===== src/rtl/uart_tx_buffered.sv =====
// rtl/uart_tx_buffered.sv - buffered 8N1 UART transmitter with byte FIFO
module uart_tx_buffered #(
    parameter int CLK_FREQ   = 100_000_000,
    parameter int BAUD       = 115200,
    parameter int FIFO_DEPTH = 16
) (
    input  logic       CLK100MHZ,
    input  logic       RESET_N,
    input  logic       TXEN,
    input  logic       WR,
    input  logic [7:0] DATA,
    output logic       FULL,
    output logic       EMPTY,
    output logic       BUSY,
    output logic       TXD,
    output logic       DONE
);
    localparam int CLKS_PER_BIT = CLK_FREQ / BAUD;
    localparam int CNT_W        = $clog2(CLKS_PER_BIT);
    localparam int PTR_W        = $clog2(FIFO_DEPTH);
    localparam logic [CNT_W-1:0] LAST_CNT = CNT_W'(CLKS_PER_BIT - 1);
    localparam logic [PTR_W:0]   DEPTH_C  = (PTR_W + 1)'(FIFO_DEPTH);

    typedef enum logic [1:0] {IDLE, START, DATA_BITS, STOP} state_t;

    state_t           state, state_next;
    logic [CNT_W-1:0] cnt, cnt_next;
    logic [2:0]       idx, idx_next;
    logic [7:0]       shift, shift_next;
    logic             txd_next;
    logic             pop;
    logic             wr_ok;

    logic [7:0]       mem [FIFO_DEPTH];
    logic [PTR_W-1:0] rd_ptr, wr_ptr;
    logic [PTR_W:0]   count;

    assign FULL  = (count == DEPTH_C);
    assign EMPTY = (count == '0);
    assign BUSY  = (state != IDLE);
    assign wr_ok = WR && !FULL;

    always_ff @(posedge CLK100MHZ) begin
        if (wr_ok) begin
            mem[wr_ptr] <= DATA;
        end
    end

    always_ff @(posedge CLK100MHZ or negedge RESET_N) begin
        if (!RESET_N) begin
            rd_ptr <= '0;
            wr_ptr <= '0;
            count  <= '0;
        end else begin
            if (wr_ok) begin
                wr_ptr <= wr_ptr + PTR_W'(1);
            end
            if (pop) begin
                rd_ptr <= rd_ptr + PTR_W'(1);
            end
            case ({wr_ok, pop})
                2'b10:   count <= count + (PTR_W + 1)'(1);
                2'b01:   count <= count - (PTR_W + 1)'(1);
                default: count <= count;
            endcase
        end
    end

    always_ff @(posedge CLK100MHZ or negedge RESET_N) begin
        if (!RESET_N) begin
            state <= IDLE;
            cnt   <= '0;
            idx   <= '0;
            shift <= '0;
            TXD   <= 1'b1;
        end else begin
            state <= state_next;
            cnt   <= cnt_next;
            idx   <= idx_next;
            shift <= shift_next;
            TXD   <= txd_next;
        end
    end

    // TXD is registered from the next state so the line moves on the same edge as the FSM.
    always_comb begin
        state_next = state;
        cnt_next   = cnt;
        idx_next   = idx;
        shift_next = shift;
        pop        = 1'b0;
        DONE       = 1'b0;
        case (state)
            IDLE: begin
                if (TXEN && !EMPTY) begin
                    pop        = 1'b1;
                    shift_next = mem[rd_ptr];
                    cnt_next   = '0;
                    state_next = START;
                end
            end
            START: begin
                if (cnt == LAST_CNT) begin
                    cnt_next   = '0;
                    idx_next   = '0;
                    state_next = DATA_BITS;
                end else begin
                    cnt_next = cnt + CNT_W'(1);
                end
            end
            DATA_BITS: begin
                if (cnt == LAST_CNT) begin
                    cnt_next   = '0;
                    shift_next = {1'b0, shift[7:1]};
                    if (idx == 3'd7) begin
                        state_next = STOP;
                    end else begin
                        idx_next = idx + 3'd1;
                    end
                end else begin
                    cnt_next = cnt + CNT_W'(1);
                end
            end
            STOP: begin
                if (cnt == LAST_CNT) begin
                    DONE       = 1'b1;
                    cnt_next   = '0;
                    state_next = IDLE;
                end else begin
                    cnt_next = cnt + CNT_W'(1);
                end
            end
            default: state_next = IDLE;
        endcase

        case (state_next)
            START:     txd_next = 1'b0;
            DATA_BITS: txd_next = shift_next[0];
            default:   txd_next = 1'b1;
        endcase
    end
endmodule

===== config.mk =====
export PLATFORM = sky130hd
export DESIGN_NAME = uart_tx_buffered
export DESIGN_NICKNAME = d
export VERILOG_FILES = /design/src/rtl/uart_tx_buffered.sv
export SDC_FILE = /design/constraint.sdc
export NUM_CORES = 1
export LEC_CHECK = 0
export CORE_MARGIN = 2
export CORE_UTILIZATION = 61
export CTS_CLUSTER_DIAMETER = 30
export DETAILED_ROUTE_END_ITERATION = 8
export PLACE_DENSITY_LB_ADDON = 0.05
export SETUP_SLACK_MARGIN = 0.15
export SYNTH_ARGS = -nofsm -noshare
export SYNTH_HDL_FRONTEND = slang
export SYNTH_SLANG_ARGS = --single-unit

===== constraint.sdc =====
create_clock -name CLK100MHZ -period 3.1 [get_ports CLK100MHZ]
set_clock_uncertainty 0.2 [all_clocks]
set_input_delay 0.62 -clock CLK100MHZ [delete_from_list [all_inputs] [get_ports CLK100MHZ]]
set_output_delay 0.62 -clock CLK100MHZ [all_outputs]
set_load 0.02 [all_outputs]

Yosys cells after proc, flatten, opt, wreduce, memory -nomap -nowiden
Memory sizes are Yosys's and may differ from the RTL's.
Index checks and enable logic that the tools add are counted.
Operators by class
  $add $sub $neg: 6
  equal/unequal tests: 14
  multiplexer cells: 24
  reduce and logical (&&, ||, !) cells: 13
Operator list (number)
  $mux 10: 2
  $pmux 10 s2: 1
  $mux 8: 2
  $pmux 8 s2: 1
  $add 10x1->10 const B: 1
  $eq 10x10->1 const B: 1
  $mux 2: 5
  $pmux 5 s2: 1
  $mux 3: 3
  $add 4x1->4 const B: 2
  $eq 2x2->1 const B: 4
  $ne 2x2->1 const B: 4
  $pmux 2 s4: 1
  $reduce_bool 2->1: 4
  $eq 2x1->1 const B: 3
  $mux 1: 6
  $pmux 3 s2: 1
  $add 5x1->5 const B: 1
  $eq 5x5->1 const B: 1
  $logic_not 5->1: 1
  $sub 5x1->5 const B: 1
  $reduce_and 4->1: 1
  $add 3x1->3 const B: 1
  $eq 3x3->1 const B: 1
  6 further kinds: 8
Word-level totals
  bits in registers: 37
  RAM bits: 128
  bits of input ports: 12
  output and inout bits: 5
  logic and storage cells: 67
  memories kept: 1
Memories
  mem: depth 16, bits a word 8, read ports 1, clocked after memory_dff 0, wr ports 1, line 34  | logic [7:0] mem [FIFO_DEPTH];

Depth between registers and ports, before layout
Gate-level depths: netlist (run 1).
  word-level depth: 7
  mapped depth: 12
  depth with buffers taken out: 10

Worst setup path before layout (run 1)
Ideal clock, no wire load.
  path kind: in2reg
  start point: in TXEN
  end point: reg count[4]
  setup time: 0.123 ns
  arrival time: 2.436 ns
  data required time: 2.777 ns
  path slack: 0.341 ns
  stages: 10
  path buffers: 1
  path through: nor3b_2 > a21boi_2 > ha_1 > clkbuf_1 > xor2_1 > ha_1 > and3b_1 > o21ai_0 > a21oi_1 > xnor2_1
Between the ends
  cells in the longest elaborated chain, start to end: 5
  elaborated cells on any way between the ends: 7
  classes of those cells: eq/ne (2); mux (3); reduce/logical (2)
RTL lines
  start: declaration: line 9  | input logic TXEN,
  $logic_and 1x1->1 *: line 95  | if (TXEN && !EMPTY) begin
  $mux 1 *: line 95
  $mux 1 *: line 93  | case (state)
  net pop: line 31  | logic pop;
  $eq 2x1->1 / $eq 2x2->1 (equally long branches): line 61  | case ({wr_ok, pop})
  $pmux 5 s2 / $reduce_bool 2->1 (equally long branches)
  end signal: assignment: line 62  | 2'b10: count <= count + (PTR_W + 1)'(1);
  end signal: assignment: line 63  | 2'b01: count <= count - (PTR_W + 1)'(1);
  end signal: assignment: line 64  | default: count <= count;
  end: declaration: line 36  | logic [PTR_W:0] count;
Mark *: on every way through the listed nets, which the timed path passes. The rest lies on a longest branch.
A chain may end at the register's enable or synchronous reset.

Final worst setup path (run 1)
  start point: reg cnt[0]
  end point: out DONE
Between the ends
  cells in the longest elaborated chain, start to end: 3
RTL lines
  start: declaration: line 27  | logic [CNT_W-1:0] cnt, cnt_next;
  start signal: assignment: line 78  | cnt <= cnt_next;
  $eq 10x10->1: line 125  | if (cnt == LAST_CNT) begin
  $mux 1: line 125
  $mux 1: line 93
  end: declaration: line 16  | output logic DONE
No other way between the ends.

==> flow_summary.toml, run 1 <==
[place]
placed_cells = 577
gp_congestion = 0.7898
hpwlAfterDp_um = 8407
port_buffers = 16

[power]
powerDensity_mw_per_mm2 = 764.4
power_leakage_nw = 2.829
p_total_w = 0.006103
ir_worst_vdd_uv = 710.3

[timing]
worst_slew_pin_slew_ns = 0.8517
relSlewSlack = 0.4322
final.setup.tns_ns = 0
fin_crit_sh = 0.9098
rsz0062_at_grt = "no"
finalSetupViolations = 0
fmax_mhz = 354.6
period_needed_ns = 2.820
hold_violations = 0
final_max_slew_viol_count = 0

[critical_path]
crit_chain = "ha_2, nor3b_4, and3_1, and3_1, clkdlybuf4s15_1"
cp_top_family = "simple AND/OR/NAND/NOR gates"
rr_endpoint = "count[4]"
crit_path_end_kind = "primary output"
critical_path_class = "flip-flop to primary output"
cp_max_fo = 6
crit_required_ns = 2.28
worst_ep_arrival_time_ns = 2.00
critPathMaxStageDelay_ns = 0.42
crit_buf_inv = 1
worstRegToRegCells = 10
worst_path_most_repeated_cell = "and3_1"
start_kind = "flip-flop"
cp_slowest_cell = "dfrtp_1"
reg2reg_slack_ns = 0.52
r2r-start = "count[0]"

[clocking]
clock_latency_ns = 0.43
root_buffer = "clkbuf_16"
cts.path.max_buffers = 2
path_clk_slew_ns = 0.07
ctsHtreeMaxLevel = 4
numCtsBuffers = 17
cts_setup_buffers = 0
cts_tree = "built"
cts.sinks = 165

[layout]
seq_area_mm2 = 0.004772
antenna_cells = 0
drive_gt1_frac = 0.2210
syn_to_final_growth_pct = 14.64
nFillCells = 715
instances_no_fill = 609
multi_input_area_mm2 = 0.002069
final_nets = 476

[synth]
synth-seq-area-share = 0.6851
mappedNetlistNets = 434
async_reset_ff_frac = 0.2242
synth_edf_count = 128
synthTopCellsByCount = "edfxtp_1 (128), dfrtp_1 (36), mux4_2 (32)"
yosysWarnings = 0
yosysUniqueCellTypes = 49
synth_cells = 411
ys_ff_latch = 165
ys.flop_type = "edfxtp_1"
yosysTopAreaCell = "edfxtp_1"
synth_area_per_cell_um2 = 16.94
synth.area.top_cells = "edfxtp_1 (55%), dfrtp_1 (13%), mux4_2 (10%)"
yosysMostFrequentCell = "edfxtp_1"
synthesis.area_mm2 = 0.006964
synth_top_area_frac = 0.5519

[floorplan]
ios = 17
core_mm2 = 0.01127
die_area_mm2 = 0.01229
die_w_um = 110.9
std_cell_rows = 39
fp.dieH_um = 110.9
start_util = 0.6178

[detailed_routing]
vias_per_cell = 6.205
wl_met2_um = 6654
wl_met1_um = 5605
routedWlPerCell_um = 21.55
drc = 0
dr.max_layer_used = "met4"
ant_nets = 0
wl_met3_um = 681
wl_um = 13120
first_pass_iters = 4
drt_iter0_drc = 333
num_vias = 3779

[global_route]
grt_first_pass_wirelength_um = 21020
grt_remaining_overflow = 0
grt_pass1_vias = 3844
grt_antenna_before_repair = 0
global_route.usage.total = 0.2321
grt_max_degree = 38

[hold_path]
hp-class = "primary input to async pin"

[status]
status = "complete, no violations"

[run]
cap_violations = 0
[state kept, by name (all words and copies together), names as in the netlist, 2 cells and up]
| register | flops |
|---|---|
| count | 5 |
| state | 2 |
| cnt | 10 |
| shift | 8 |
| idx | 3 |
| wr_ptr | 4 |
| rd_ptr | 4 |
| mem | 128 |
[metal layers]
metal | GRT usage | vias up
li1 | - | 1726
met1 | 0.3121 | 1952
met2 | 0.3706 | 88
met3 | 0.05960 | 13
met4 | 0.09000 | 0
met5 | 0 | -
[cells by family after synthesis]
group	count (synthesis)	share of synthesized area
multiplexers	51	0.1312
adder cells (fa/ha/maj)	11	0.01976
AO/OA/AOI/OAI	51	0.05552
AND/OR/NAND/NOR	90	0.06989
flip-flops	165	0.6851
buffers and inverters	28	0.01976
XOR/XNOR	15	0.01887
[worst reg2reg max path, cell delays in order (launching register included)]
cell and delay (ns):
dfrtp_1 0.45, nor4_1 0.47, a21boi_1 0.17, inv_1 0.10, ha_1 0.18, xor2_1 0.15, ha_1 0.21, and3b_1 0.17
o21ai_0 0.08, a21oi_1 0.17, xnor2_1 0.14
[cell usage in the layout, fill, tap and decap left out, drive strengths merged, types with 5 or more instances in the layout]
master / n
mux4: 32
nor3: 7
and2: 5
inv: 14
ha: 11
a21oi: 7
clkbuf: 19
clkdlybuf4s50: 12
xnor2: 9
a221o: 10
o21ai: 8
mux2i: 17
nand4: 6
buf: 28
nand3: 12
o22ai: 7
a31oi: 6
nor2: 19
xor2: 6
nor3b: 5
edfxtp: 128
dfrtp: 36
nand2: 16
[worst max-delay path by stage]
stage	slack (ns)	startpoint	cells after the start	to
floorplan	0.34	TXEN	10	count[4]
global placement	0.20	TXEN	10	count[4]
detailed placement	0.17	TXEN	10	count[4]
CTS	0.20	cnt[0]	5	DONE
global route	0.16	cnt[0]	5	DONE
finish	0.28	cnt[0]	5	DONE
[area by class of cell]
type                            count  area share
Sequential cell                   165      0.5977
Multi-Input combinational cell    218      0.2592
Clock buffer                       19     0.05422
Timing Repair Buffer               43     0.04451
Tap cell                          143     0.02241
Clock inverter                     13     0.01818
Inverter                            8    0.003761
[power by group]
group | total [W] | switching, W | internal [W]
clock network | 0.00206 | 0.000859 | 0.00120
logic | 0.00101 | 0.000535 | 0.000470
registers | 0.00304 | 0.000310 | 0.00273
[what timing repair did]
item	4_1_cts	5_1_grt
endpoints found under the hold margin	0	0
endpoints found under the setup margin	3	1
pin swaps	0	0
hold buffers	0	0
resized for setup	5	2
[through the flow]
stage	utilization	worst slack (ns)	hold WS, ns	cell area (um^2)
floorplan	-	0.3413	0.1244	6964
global placement	0.6560	0.2030	0.2794	7395
detailed placement	0.6560	0.1720	0.2785	7395
CTS	0.7080	0.2030	0.1053	7980
global route	0.7083	0.1597	0.1478	7984
finish	0.7083	0.2796	0.09179	7984
Power figures use the tool's default switching activity.
==> inputs of run 2 (changes only) <==
Settings changed: CAP_MARGIN set to 30.
==> results of run 2 <==
Final layout, timing and power as in run 1 (identical DEF).
==> inputs of run 3 (changes only) <==
Settings changed: RECOVER_POWER set to 50, SKIP_LAST_GASP set to 1.
==> run 3 against run 2 <==
The run now ends with capacitance limit, slew limit left. Setup slack improved by 0.0023 ns. Sequential power barely moved. Sequential share of layout area barely moved. Register-to-register slack got worse by 0.04 ns. Power barely moved. Critical path depth did not move. Largest cell class unchanged. Global-route usage did not move. Clock power barely moved. Non-clock buffer count did not move.
==> flow_summary.toml, run 3 (same netlist as run 1, synthesis figures left out) <==
[global_route]
global_route.usage.total = 0.2321
grt_pass1_vias = 3844
grt_remaining_overflow = 0
grt_first_pass_wirelength_um = 21020
grt_max_degree = 38
grt_antenna_before_repair = 0

[timing]
rsz0062_at_grt = "no"
final.setup.tns_ns = 0
relSlewSlack = -0.3537
final_max_slew_viol_count = 38
hold_violations = 0
fin_crit_sh = 0.9091
period_needed_ns = 2.818
finalSetupViolations = 0
worst_slew_pin_slew_ns = 2.031
layout_setup_ws_ns = 0.2818
fmax_mhz = 354.8
hold_ws_ns = 0.2928

[layout]
layout_common_cells = "edfxtp_1 (128), dfrtp_1 (35), mux4_2 (32), buf_4 (27), nor2_1 (19)"
syn_to_final_growth_pct = 14.55
largest_reg_flops = 128
final_nets = 476
layout_commonest_cell = "edfxtp_1"
nFillCells = 715
final_core_util = 0.7077
largestRegisters = "mem: 128 flops, cnt: 10 flops, shift: 8 flops"
antenna_cells = 0
drive_gt1_frac = 0.2167
top_register = "mem"

[floorplan]
ios = 17
die_w_um = 110.9
start_util = 0.6178
die_area_mm2 = 0.01229
fp.dieH_um = 110.9
std_cell_rows = 39
core_mm2 = 0.01127

[critical_path]
cp_slowest_cell = "dfrtp_1"
critPathMaxStageDelay_ns = 0.42
crit_required_ns = 2.28
worst_ep_arrival_time_ns = 2.00
cp_max_fo = 6
worst_path_most_repeated_cell = "and3_1"
critical_path_class = "flip-flop to primary output"
start_kind = "flip-flop"
crit_path_end_kind = "primary output"
crit_chain = "ha_2, nor3b_4, and3_1, and3_1, clkdlybuf4s15_1"

[status]
violations = "capacitance limit, slew limit"
status = "finished with violations"

[clocking]
ctsHtreeMaxLevel = 4
cts_tree = "built"
numCtsBuffers = 17
cts.path.max_buffers = 2
cts.sinks = 165
path_clk_slew_ns = 0.07
clock_latency_ns = 0.43
cts_setup_buffers = 0
root_buffer = "clkbuf_16"

[place]
place_worst_setup_slack_ns = 0.1720
gp_congestion = 0.7898
port_buffers = 16
hpwlAfterDp_um = 8407

[detailed_routing]
wl_um = 13120
routedWlPerCell_um = 21.55
drc = 0
num_vias = 3797
vias_per_cell = 6.235
drt_iter0_drc = 332
ant_nets = 0
first_pass_iters = 4

[power]
power_leakage_nw = 2.826
ir_worst_vdd_uv = 711.6
powerDensity_mw_per_mm2 = 765.3

[hold_path]
hp-class = "flip-flop to flip-flop"

[run]
cap_violations = 1
[run 3: cell count changes in the layout (fill, tap and decap cells not counted)]
cell | before | now
dlygate4sd3_1 | 0 | 8
nor3b_2 | 1 | 0
buf_2 | 1 | 0
clkdlybuf4s50_1 | 12 | 4
a21boi_1 | 1 | 0
a21boi_0 | 0 | 1
nor3b_1 | 3 | 4
clkbuf_1 | 2 | 3
[run 3: cell type report]
| cell class | count | area, um^2 | share of cell area |
|---|---|---|---|
| Multi-Input combinational cell | 218 | 2064 | 0.2588 |
| Clock buffer | 19 | 432.9 | 0.05427 |
| Timing Repair Buffer | 43 | 354.1 | 0.04439 |
| Inverter | 8 | 30.03 | 0.003764 |
| Clock inverter | 13 | 145.1 | 0.01819 |
| Tap cell | 143 | 178.9 | 0.02243 |
| Sequential cell | 165 | 4772 | 0.5982 |
[run 3: metal layers]
metal	up-vias	global-route usage	routed length [um]	part of all wire
met4	0	0.09000	253	0.019
met3	18	0.05960	675	0.051
met1	1964	0.3121	5589	0.43
li1	1725	-	-	-
met2	90	0.3706	6603	0.50
met5	-	0	0	0
[run 3: through the flow]
step / area [um^2] / total power, W / instances
2_1_floorplan: 6964 / 0.003736 / 411
3_3_place_gp: 7395 / 0.004020 / 577
3_5_place_dp: 7395 / 0.004081 / 577
4_1_cts: 7980 / 0.006155 / 609
5_1_grt: 7978 / 0.006392 / 609
6_report: 7978 / 0.006106 / 609
[run 3: final timing paths]
path	endpoint	slack, ns	depth (start not counted)	start
worst max-delay path	DONE	0.28	5	cnt[0]
worst max register to register	count[4]	0.48	10	count[0]
max in group asynchronous	rd_ptr[2]	0.83	1	RESET_N
worst min-delay path	cnt[9]	0.29	1	cnt[9]
worst min register to register	cnt[9]	0.29	1	cnt[9]
min in group asynchronous	count[0]	0.56	1	RESET_N
[run 3: power by group]
part	switching, W	total [W]	internal [W]
logic	0.000535	0.00100	0.000467
clock network	0.000864	0.00206	0.00120
registers	0.000311	0.00304	0.00273
[run 3: timing repair]
item,CTS,global route
setup endpoints to repair,3,1
gates resized for setup,5,2
hold buffers,0,0
hold endpoints to repair,0,0
[run 3: worst max-delay path: cells and delay by family (launching register included)]
family / cells / cell delay [ns]
AND/OR/NAND/NOR: 3 / 0.60
flip-flops: 1 / 0.42
buffers and inverters: 1 / 0.30
adder cells (fa/ha/maj): 1 / 0.25
